`src/rtl/fsm_voted_seq.sv`:
```
// Serial pattern detector with triple-redundant history and fill state.
// Each cycle the three copies are majority-voted, the next value is computed
// from the voted value only, and all copies are reloaded (scrubbed) from it.
// Copy disagreements are counted as upsets. A per-copy injection port lets a
// chosen bit pattern be flipped in one history copy to exercise that path.
module fsm_voted_seq #(
  parameter int             LEN     = 4,
  parameter logic [LEN-1:0] PATTERN = 4'b1011,
  parameter int             CNT_W   = 4
) (
  input  logic             clk,
  input  logic             rst,
  input  logic             din,
  input  logic             din_valid,
  input  logic             clr_err,
  input  logic [1:0]       inj_sel,
  input  logic [LEN-1:0]   inj_mask,
  output logic             detect,
  output logic [CNT_W-1:0] match_cnt,
  output logic             seu_err,
  output logic [CNT_W-1:0] seu_cnt
);

  localparam int             FW       = $clog2(LEN + 1);
  localparam logic [FW-1:0]  FILL_MAX = FW'(LEN);
  localparam logic [FW-1:0]  FILL_THR = FW'(LEN - 1);
  localparam logic [CNT_W-1:0] CNT_MAX = '1;

  logic [2:0][LEN-1:0] h_q;
  logic [2:0][FW-1:0]  f_q;

  logic [LEN-1:0] h_v, h_shift, h_next;
  logic [FW-1:0]  f_v, f_next;
  logic           match, mismatch;

  // Bitwise majority vote of the three copies; shifted candidate history.
  always_comb begin
    h_v     = (h_q[0] & h_q[1]) | (h_q[0] & h_q[2]) | (h_q[1] & h_q[2]);
    f_v     = (f_q[0] & f_q[1]) | (f_q[0] & f_q[2]) | (f_q[1] & f_q[2]);
    h_shift = {h_v[LEN-2:0], din};
  end

  // Next voted history/fill, match decision and copy-disagreement check.
  always_comb begin
    h_next = h_v;
    f_next = f_v;
    if (din_valid) begin
      h_next = h_shift;
      if (f_v < FILL_MAX) f_next = f_v + 1'b1;
    end
    match    = din_valid && (h_shift == PATTERN) && (f_v >= FILL_THR);
    mismatch = (h_q[0] != h_q[1]) || (h_q[0] != h_q[2]) ||
               (f_q[0] != f_q[1]) || (f_q[0] != f_q[2]);
  end

  // Scrub every copy from the voted next value; the selected history copy
  // optionally gets the injection mask applied on top.
  always_ff @(posedge clk) begin
    if (rst) begin
      h_q <= '0;
      f_q <= '0;
    end else begin
      for (int i = 0; i < 3; i++) begin
        h_q[i] <= (inj_sel == 2'(i)) ? (h_next ^ inj_mask) : h_next;
        f_q[i] <= f_next;
      end
    end
  end

  // Registered detect pulse and saturating detection count.
  always_ff @(posedge clk) begin
    if (rst) begin
      detect    <= 1'b0;
      match_cnt <= '0;
    end else begin
      detect <= match;
      if (match && match_cnt != CNT_MAX) match_cnt <= match_cnt + 1'b1;
    end
  end

  // Sticky upset flag and saturating upset count; a disagreement seen in
  // the same cycle as a clear restarts the count at one.
  always_ff @(posedge clk) begin
    if (rst) begin
      seu_err <= 1'b0;
      seu_cnt <= '0;
    end else if (mismatch) begin
      seu_err <= 1'b1;
      if (clr_err)                seu_cnt <= CNT_W'(1);
      else if (seu_cnt != CNT_MAX) seu_cnt <= seu_cnt + 1'b1;
    end else if (clr_err) begin
      seu_err <= 1'b0;
      seu_cnt <= '0;
    end
  end

endmodule

```
`config.mk`:
```
export PLATFORM = sky130hd
export DESIGN_NAME = fsm_voted_seq
export DESIGN_NICKNAME = d
export VERILOG_FILES = /design/src/rtl/fsm_voted_seq.sv
export SDC_FILE = /design/constraint.sdc
export NUM_CORES = 1
export LEC_CHECK = 0
export CORE_MARGIN = 5
export CORE_UTILIZATION = 40
export DETAILED_ROUTE_END_ITERATION = 7
export DONT_BUFFER_PORTS = 1
export REMOVE_ABC_BUFFERS = 1
export SYNTH_ARGS = -nofsm -noshare
export SYNTH_HDL_FRONTEND = slang
export SYNTH_SLANG_ARGS = --single-unit
```
`constraint.sdc`:
```
create_clock -name clk -period 5.9 [get_ports clk]
set_input_delay 1.18 -clock clk [delete_from_list [all_inputs] [get_ports clk]]
set_output_delay 1.18 -clock clk [all_outputs]
set_load 0.05 [all_outputs]
```
==> impl_metrics.tcl <==
set metrics [dict create \
    outcome "finished, final reports clean" \
    yosysWarnings 0 \
    grt.overflow.total 0 \
    vdd.ir_drop.worst_uv 80.3 \
    p_seq_share_pct 63.5 \
    row_count 20 \
    drt_wl_total_microns 2190 \
    fp.dieW_microns 66.2 \
    leakagePower_uw 0.000532 \
    synth_compound_area_share_pct 9.79 \
    grt_max_degree 28 \
    dieArea_sq_um 4390 \
    diodes 0 \
    syn2layout_area_growth_pct 5.14 \
    drive_gt1_share_pct 7.25 \
    required_ns 4.72 \
    antenna_found_initial 0 \
    grt_usage_pct 11.3 \
    finish.net_count 161 \
    hold_class "reg2reg" \
    fmax_mhz 451 \
    power_uw 310 \
    p_comb_share_pct 13.7 \
    ys_top_cells_by_count "dfxtp_1, nor2_1, ha_1, nand2_1, xor2_1" \
    switchingPower_uw 83.4 \
    synth_top_family_by_area "simple AND/OR/NAND/NOR gates" \
    syn_inst 138 \
    synth_area_sq_um 1260 \
    fp.coreArea_sq_um 3050 \
    fp.dieH_microns 66.2 \
    num_vias 909 \
    synth_mux_area_share_pct 6.73 \
    cts_made_buffers 3 \
    clkTransAtPathRegs_ns 0.12 \
    port_buffers 0 \
    p_int_uw 226 \
    antenna_left 0 \
    layout_min_cycle_time_ns 2.22 \
    io_pins 21 \
    cts_buffer_depth 2 \
    synth_area_leaders "dfxtp_1, ha_1, nor2_1, xor2_1, mux2_2" \
    dpl.hpwl_microns 1840 \
    cts_tree "yes" \
    post_cts_buffers 0 \
    synth_xor_area_share_pct 9.00 \
    cts_hold_buf 0 \
    cp_max_fo 6 \
    fin_tns_setup_ns 0 \
    synth_flop_cell "dfxtp_1" \
    grt_pass1_wl_microns 3790 \
    cts_resized 0 \
    slew_violations 0 \
    syn-mean-instance-area_sq_um 9.17 \
    grt_pass1_vias 937 \
    worstPathArrival_ns 1.04 \
    maxSlewHeadroom_pct 58.5 \
    worst_slew_pin_slew_ns 0.622 \
    critPathCaptureType "output pin" \
    startpoint_type "register" \
    p_per_area_nw_per_um2 233 \
    ys_ff_latch 25 \
    synth.top_cell.area_share_pct 39.6 \
    fin_skew_ns 0.00337 \
    p_clk_share_pct 22.8 \
    wl_per_cell_microns 12.0 \
    finalCritPeriodShare_pct 37.6 \
    vias_per_cell 4.99 \
    fill_cells 331 \
    rsz0062_at_grt "false" \
    drc_errors 0 \
    place.gp.congestion 0.711 \
    cts.sinks 25 \
    synth_top_area_cell "dfxtp_1" \
    ys_types 32 \
    start_util_pct 41.4 \
    setup_viol 0 \
    hold_viol_final 0 \
    swShare_pct 26.9 \
    drtIter0Drc 27 \
    timing_worst_setup_path_type "reg2out" \
    cts_max_level 1 \
    root_buffer "clkbuf_4" \
    async_reset_ff_share_pct 0 \
    cap_violations 0 \
    yosysSeqAreaShare_pct 39.6 \
    post-synth-top-count-cell "dfxtp_1" \
    synth_edf_count 0 \
    dr.pass1.iters 4 \
    yosys.area_share.adder_pct 10.9 \
    clock_latency_ns 0.30 \
    synth-simple-area-share_pct 21.9 \
]
==> kinds of logic after synthesis <==
group | count (synthesis)
fa+ha+maj | 11
buf+inv | 7
flops | 25
compound gates | 18
xor+xnor | 13
simple gates | 56
mux | 8
==> registers in the layout (all words and copies together), names as in the netlist <==
register and cells:
match_cnt 4, f_q 3, h_q 12, detect 1, seu_cnt 4, seu_err 1
==> per-stage QoR <==
stage | instances | setup slack (ns) | util [%] | cell area [sq um] | hold WS, ns
after CTS | 182 | 3.66 | 43.6 | 1330 | 0.531
after global routing | 182 | 3.61 | 43.6 | 1330 | 0.580
final | 182 | 3.68 | 43.6 | 1330 | 0.518
after detailed placement | 178 | 3.41 | 42.7 | 1300 | 0.500
after floorplan | 134 | 3.49 | - | 1250 | 0.460
after global placement | 178 | 3.46 | 42.7 | 1300 | 0.483
==> power by group through the flow <==
stage               Sequential (uW)  Clock (uW)  Combinational, uW
finish                          196        70.6               42.5
global route                    198        83.7               50.4
CTS                             197        74.1               43.5
detailed placement              200           0               43.5
global placement                200           0               42.5
floorplan                       198           0               35.7
==> area by class of cell <==
cell class                 instances  area, sq um  share of cell area [%]
clock buffer                       4         26.3                    1.98
multi-input combinational        106          737                    55.4
sequential                        25          500                    37.6
tap                               44         55.1                    4.14
inverter                           3         11.3                   0.847
==> path summary, 6_finish.rpt <==
kind              startpoint          to  slack (ns)  cells after the start
hold / removal        f_q[8]      f_q[8]        0.52                      2
hold reg to reg       f_q[8]      f_q[8]        0.52                      2
setup / recovery  seu_cnt[3]  seu_cnt[3]        3.68                      0
setup reg to reg      h_q[1]  seu_cnt[1]        3.78                      5
==> tightest hold or removal path: stages, from the launching register on <==
cell,delay [ns]
dfxtp_1,0.37
a21oi_1,0.05
nor2_1,0.07
==> metal layers <==
metal  global-route usage [%]  vias to the layer above  part of all wire [%]
met4                     7.11                        0                   3.2
met3                     3.57                        6                   8.8
met5                        0                        -                     0
met1                     11.5                      401                    40
li1                         -                      479                     -
met2                     19.6                       23                    48
==> cell usage in the layout (no fill, tap or decap), types with 2 or more instances in the layout <==
cell       instances
a2111oi_0          2
a211oi_1           3
a21oi_1            4
clkbuf_4           3
dfxtp_1           25
ha_1              11
inv_1              3
mux2_2             4
mux2i_1            4
nand2_1           11
nand2b_1           2
nand3_1            3
nand3b_1           2
nor2_1            21
nor2b_1            6
nor3_1             4
o21ai_1            2
or4_1              3
xnor2_1            5
xor2_1             8
Power figures use the tool's default switching activity.
